===== src/rtl/vga_sync_gen.sv =====
// 640x480@60 VGA timing generator: pixel-rate enable, counters,
// registered syncs, video-active flag and frame-start pulse.
module vga_sync_gen #(
  parameter int DIV = 4,
  parameter int HD  = 640,
  parameter int HF  = 16,
  parameter int HR  = 96,
  parameter int HB  = 48,
  parameter int VD  = 480,
  parameter int VF  = 10,
  parameter int VR  = 2,
  parameter int VB  = 33
) (
  input  logic       clk,
  input  logic       reset,
  output logic       pix_tick,
  output logic [9:0] pix_x,
  output logic [9:0] pix_y,
  output logic       hsync,
  output logic       vsync,
  output logic       video_on,
  output logic       frame_start
);

  localparam int HT = HD + HF + HR + HB;
  localparam int VT = VD + VF + VR + VB;
  localparam int DW = $clog2(DIV);

  localparam logic [DW-1:0] DIV_LAST = DW'(DIV - 1);

  localparam logic [9:0] X_LAST = 10'(HT - 1);
  localparam logic [9:0] Y_LAST = 10'(VT - 1);
  localparam logic [9:0] X_VIS  = 10'(HD);
  localparam logic [9:0] Y_VIS  = 10'(VD);
  localparam logic [9:0] HS_BEG = 10'(HD + HF);
  localparam logic [9:0] HS_END = 10'(HD + HF + HR - 1);
  localparam logic [9:0] VS_BEG = 10'(VD + VF);
  localparam logic [9:0] VS_END = 10'(VD + VF + VR - 1);

  logic [DW-1:0] div_q, div_d;
  logic [9:0]    x_q, x_d;
  logic [9:0]    y_q, y_d;
  logic          hsync_q, hsync_d;
  logic          vsync_q, vsync_d;
  logic          von_q, von_d;
  logic          fstart_q, fstart_d;

  logic tick;
  logic x_end;
  logic y_end;

  function automatic logic in_rng(
    input logic [9:0] v,
    input logic [9:0] lo,
    input logic [9:0] hi
  );
    return (v >= lo) && (v <= hi);
  endfunction

  assign tick  = (div_q == DIV_LAST);
  assign x_end = (x_q == X_LAST);
  assign y_end = (y_q == Y_LAST);

  // Clock divider: free-running 0..DIV-1, pixel enable on last count.
  always_comb begin
    div_d = div_q + 1'b1;
    if (tick) div_d = '0;
  end

  // Raster counters: x on every pixel enable, y at end of each line.
  always_comb begin
    x_d = x_q;
    y_d = y_q;
    unique case (1'b1)
      !tick: begin
      end
      tick && !x_end: begin
        x_d = x_q + 10'd1;
      end
      tick && x_end && !y_end: begin
        x_d = '0;
        y_d = y_q + 10'd1;
      end
      default: begin
        x_d = '0;
        y_d = '0;
      end
    endcase
  end

  // Decode from next-state counters so outputs align with pix_x/pix_y.
  always_comb begin
    hsync_d  = !in_rng(x_d, HS_BEG, HS_END);
    vsync_d  = !in_rng(y_d, VS_BEG, VS_END);
    von_d    = (x_d < X_VIS) && (y_d < Y_VIS);
    fstart_d = tick && x_end && y_end;
  end

  // State registers; reset parks everything at pixel (0,0).
  always_ff @(posedge clk or negedge reset) begin
    if (!reset) begin
      div_q    <= '0;
      x_q      <= '0;
      y_q      <= '0;
      hsync_q  <= 1'b1;
      vsync_q  <= 1'b1;
      von_q    <= 1'b1;
      fstart_q <= 1'b0;
    end else begin
      div_q    <= div_d;
      x_q      <= x_d;
      y_q      <= y_d;
      hsync_q  <= hsync_d;
      vsync_q  <= vsync_d;
      von_q    <= von_d;
      fstart_q <= fstart_d;
    end
  end

  assign pix_tick    = tick;
  assign pix_x       = x_q;
  assign pix_y       = y_q;
  assign hsync       = hsync_q;
  assign vsync       = vsync_q;
  assign video_on    = von_q;
  assign frame_start = fstart_q;

endmodule


===== config.mk =====
export PLATFORM = sky130hd
export DESIGN_NAME = vga_sync_gen
export DESIGN_NICKNAME = d
export VERILOG_FILES = /design/src/rtl/vga_sync_gen.sv
export SDC_FILE = /design/constraint.sdc
export NUM_CORES = 1
export LEC_CHECK = 0
export CORE_ASPECT_RATIO = 1.5
export CORE_MARGIN = 2
export CORE_UTILIZATION = 30
export CTS_CLUSTER_DIAMETER = 120
export DETAILED_ROUTE_END_ITERATION = 10
export PLACE_DENSITY = 0.58
export SETUP_SLACK_MARGIN = 0.2
export SLEW_MARGIN = 30
export SYNTH_ARGS = -nofsm -noshare
export SYNTH_HDL_FRONTEND = slang
export SYNTH_SLANG_ARGS = --single-unit

===== constraint.sdc =====
create_clock -name clk -period 3.5 [get_ports clk]
set_clock_uncertainty 0.15 [all_clocks]
set_input_delay 0.7 -clock clk [delete_from_list [all_inputs] [get_ports clk]]
set_output_delay 0.7 -clock clk [all_outputs]
set_load 0.005 [all_outputs]

==> flow_summary.html <==
<table>
<tr><th>Metric</th><th>Value</th></tr>
<tr><th colspan="2">Run status</th></tr>
<tr><td>Status</td><td>completed</td></tr>
<tr><th colspan="2">Place</th></tr>
<tr><td>Instance area after placement</td><td>roughly 0.0018 mm2</td></tr>
<tr><td>GPL Wtd Cong</td><td>0.8138</td></tr>
<tr><td>Estimated wirelength of the detail-placed design</td><td>about 2.6 mm</td></tr>
<tr><td>IO Port Bufs</td><td>26</td></tr>
<tr><th colspan="2">Synthesis</th></tr>
<tr><td>Leading cell types by total area after synthesis</td><td>dfrtp_1, dfstp_2, nand3_1</td></tr>
<tr><td>Flip-flop cell with the highest count after synthesis</td><td>dfrtp_1</td></tr>
<tr><td>Yosys warning count</td><td>0</td></tr>
<tr><td>Sequential-to-total area share from yosys stat</td><td>a little over two fifths</td></tr>
<tr><td>Total nets after synthesis</td><td>between 150 and 200</td></tr>
<tr><td>FFs w/ async S/R, synth</td><td>100.0%</td></tr>
<tr><td>Area share of the leading cell type in the synthesized netlist</td><td>between 30 and 40%</td></tr>
<tr><td>Post-synth EDFFs</td><td>0</td></tr>
<tr><td>Register bit count reported by yosys</td><td>26</td></tr>
<tr><td>Post-synth top area cell</td><td>dfrtp_1</td></tr>
<tr><td>Synthesized instance count</td><td>156</td></tr>
<tr><td>Post-Synthesis Mean Instance Area</td><td>between 9 and 10 um2</td></tr>
<tr><td>Cell area after technology mapping</td><td>0.001525 mm2</td></tr>
<tr><td>Library cells used by synthesis</td><td>45</td></tr>
<tr><th colspan="2">Worst setup path</th></tr>
<tr><td>Worst setup slack for register-to-register paths</td><td>around 1.2 ns</td></tr>
<tr><td>Kind of capture point of the worst setup path</td><td>output pin</td></tr>
<tr><td>Crit-path max cell delay</td><td>around 0.61 ns</td></tr>
<tr><td>Data required time of the worst path</td><td>~2.7 ns</td></tr>
<tr><td>Category of cells accounting for the largest share of critical-path delay</td><td>buffers and inverters</td></tr>
<tr><td>Arrival @ worst endpoint</td><td>1.64 ns</td></tr>
<tr><td>Critical path start-end classification</td><td>reg -&gt; out</td></tr>
<tr><td>Crit start category</td><td>flip-flop</td></tr>
<tr><td>CP Buf/Inv Count</td><td>1</td></tr>
<tr><td>Largest fanout on the critical path</td><td>12</td></tr>
<tr><td>Cells along the critical path</td><td>ha_1 -&gt; clkdlybuf4s50_1</td></tr>
<tr><td>Worst-path cell with the longest stage delay</td><td>clkdlybuf4s50_1</td></tr>
<tr><th colspan="2">Clock tree</th></tr>
<tr><td>Clock root buffer master</td><td>clkbuf_8</td></tr>
<tr><td>Post-cts repair resize count</td><td>0</td></tr>
<tr><td>Clock Tree Buf Depth</td><td>2</td></tr>
<tr><td>Number of buffers inserted during clock tree synthesis</td><td>3</td></tr>
<tr><td>TritonCTS Sinks</td><td>26</td></tr>
<tr><td>TritonCTS clock tree</td><td>built</td></tr>
<tr><td>Clock latency on the worst-skew pair</td><td>0.27 ns</td></tr>
<tr><td>Clock slew seen by the registers of the worst setup and hold paths</td><td>about 0.090 ns</td></tr>
<tr><td>Hold buffers post-CTS</td><td>0</td></tr>
<tr><td>Number of setup buffers added after CTS</td><td>0</td></tr>
<tr><td>Level count of the clock H-tree</td><td>1</td></tr>
<tr><th colspan="2">STA</th></tr>
<tr><td>Max transition margin</td><td>around 73%</td></tr>
<tr><td>Final Hold Vio Count</td><td>0</td></tr>
<tr><td>Number of pins with negative max-slew slack in the final report</td><td>0</td></tr>
<tr><td>Hold Worst Slack</td><td>between 0.2 and 0.3 ns</td></tr>
<tr><td>Final min period</td><td>approximately 2.5 ns</td></tr>
<tr><td>Final-report setup violation count</td><td>0</td></tr>
<tr><td>Total negative slack</td><td>0 ns</td></tr>
<tr><td>Worst Tran Pin Value</td><td>roughly 0.4 ns</td></tr>
<tr><td>Final period utilization</td><td>approximately 71%</td></tr>
<tr><td>RSZ-0062 raised after global routing</td><td>false</td></tr>
<tr><td>Achievable Freq</td><td>401.5 MHz</td></tr>
<tr><th colspan="2">GRT</th></tr>
<tr><td>Gr ovfl total</td><td>0</td></tr>
<tr><td>Antenna violations before repair</td><td>0</td></tr>
<tr><td>Global-route wire length before repair</td><td>6.085 mm</td></tr>
<tr><td>Maximum number of pins on one net before global-route repair</td><td>27</td></tr>
<tr><td>GR Util All Layers</td><td>13.33%</td></tr>
<tr><td>Number of global-route vias before repair</td><td>roughly 1200</td></tr>
<tr><th colspan="2">Route</th></tr>
<tr><td>Number of DRC violations after detailed-routing iteration 0</td><td>33</td></tr>
<tr><td>Number of iterations in the first detailed-routing pass</td><td>4</td></tr>
<tr><td>Average routed wire per standard cell</td><td>between 10 and 15 um</td></tr>
<tr><td>Remaining antenna violation count after routing</td><td>0</td></tr>
<tr><td>Final WL</td><td>about 3.5 mm</td></tr>
<tr><td>DR vias</td><td>1238</td></tr>
<tr><td>DRC</td><td>0</td></tr>
<tr><td>Vias per cell</td><td>around 5.0</td></tr>
<tr><th colspan="2">Die</th></tr>
<tr><td>Die Span X</td><td>between 60 and 70 um</td></tr>
<tr><td>Die height</td><td>a little over 90 um</td></tr>
<tr><td>Number of I/O pins</td><td>27</td></tr>
<tr><td>Floorplan row count</td><td>31</td></tr>
<tr><td>Initial standard-cell utilization of the core</td><td>approximately a third</td></tr>
<tr><td>Die Footprint</td><td>between 0.005 and 0.006 mm2</td></tr>
<tr><td>Placeable core region</td><td>about 0.0048 mm2</td></tr>
<tr><th colspan="2">Worst hold path</th></tr>
<tr><td>Kind of path behind the tightest hold check</td><td>reg -&gt; reg</td></tr>
<tr><th colspan="2">Layout</th></tr>
<tr><td>Post-Layout Inst Area</td><td>about 0.0019 mm2</td></tr>
<tr><td>Number of nets in the layout</td><td>~190</td></tr>
<tr><td>Layout cells sized above 1</td><td>11.11%</td></tr>
<tr><td>Ant. Diodes</td><td>0</td></tr>
<tr><td>Layout area overhead</td><td>22.48%</td></tr>
<tr><th colspan="2">Job</th></tr>
<tr><td>Number of max-cap violations</td><td>0</td></tr>
<tr><th colspan="2">Power and ir drop</th></tr>
<tr><td>Worst supply voltage drop on vdd</td><td>around 0.00016 V</td></tr>
<tr><td>Cell leakage power</td><td>0.7091 nW</td></tr>
<tr><td>Power density normalized to cell area</td><td>approximately 270 mW/mm2</td></tr>
</table>
logic make-up after synthesis:
kind of cell,Yosys count,synth area share [%]
xor gates and xnor gates,15,8.614
and+or+nand+nor,74,28.38
DFF,26,42.90
muxes,1,0.7383
AOI/OAI and AO/OA,24,10.75
adders and majority gates,4,3.282
buffers and inverters,12,5.331
cells in the final DEF, fill, tap and decap left out, drive strengths merged, types with 2 or more instances in the layout:
master / Yosys / layout
o31ai: 4 / 4
nor4: 2 / 2
nor2: 11 / 11
ha: 4 / 4
a21o: 2 / 2
inv: 5 / 5
nor3: 8 / 8
and3: 2 / 2
clkdlybuf4s50: 0 / 26
a31oi: 3 / 3
nand4b: 2 / 2
and2: 2 / 2
nand2: 17 / 17
nand4: 6 / 6
nand3: 15 / 15
a21oi: 2 / 2
dfrtp: 23 / 23
xor2: 8 / 8
xnor2: 7 / 7
a211oi: 2 / 2
or3: 2 / 2
clkbuf: 1 / 4
o21ai: 7 / 7
dfstp: 3 / 3
state kept, by name (all words and copies together), names as in the netlist:
signal and flops:
video_on 1, vsync 1, pix_y 10, div_q 2, hsync 1, frame_start 1, pix_x 10
cell usage after synthesis (2+ instances only):
master / n
dfstp_2: 3
nand4_1: 6
o31ai_1: 4
nor2_1: 11
dfrtp_1: 23
xor2_1: 8
nor4_2: 2
o21ai_0: 6
a31oi_1: 3
ha_1: 4
inv_1: 4
xnor2_1: 7
and2_1: 2
nor3_1: 7
a21oi_1: 2
nand2_1: 17
nand4b_1: 2
nand3_1: 14
or3_1: 2
buf_6: 4
metrics by stage:
step | util [%] | power (mW) | cells | setup slack, ns
3_5_place_dp | 37.39 | 0.3143 | 242 | 1.170
3_3_place_gp | 37.39 | 0.3142 | 242 | 1.203
5_1_grt | 38.53 | 0.5223 | 246 | 0.9265
2_1_floorplan | - | 0.3062 | 156 | 1.387
4_1_cts | 38.53 | 0.5093 | 246 | 0.9971
6_report | 38.53 | 0.5034 | 246 | 1.009
final timing paths:
check,start,end,cells past startpoint
setup / recovery,div_q[0],pix_tick,2
hold / removal,div_q[0],div_q[0],1
setup reg to reg,div_q[0],video_on,7
hold reg to reg,div_q[0],div_q[0],1
max in group asynchronous,reset,vsync,2
min in group asynchronous,reset,pix_y[7],2
layer usage:
| layer | global-route usage [%] | wire [um] |
|---|---|---|
| met5 | 0 | 0 |
| met4 | 5.926 | 56 |
| met3 | 1.859 | 91 |
| met2 | 23.46 | 1852 |
| met1 | 16.06 | 1497 |
report_power, final:
part,total [mW],switching [mW],leakage [nW],internal [mW]
Sequential,0.300,0,0.339,0.300
Clock,0.196,0.0951,0.0288,0.100
Combinational,0.00753,0.00582,0.342,0.00171
final cells by class:
cell class,instances,area [um2]
clock buffer,4,55.05
fill,505,2980
inverter,5,18.77
multi-input combinational,118,789.5
sequential,26,654.4
tap,66,82.58
timing repair buffer,27,267.8
worst register-to-register path, cell delays in order, from the launching register on:
cell and delay, ns:
dfrtp_1 0.36, ha_1 0.40, and4bb_4 0.33, nand3_4 0.16
o41a_1 0.45, o21ai_1 0.17, a211oi_2 0.11, nor4_2 0.14
No activity file was read; power rests on OpenSTA's default activity.
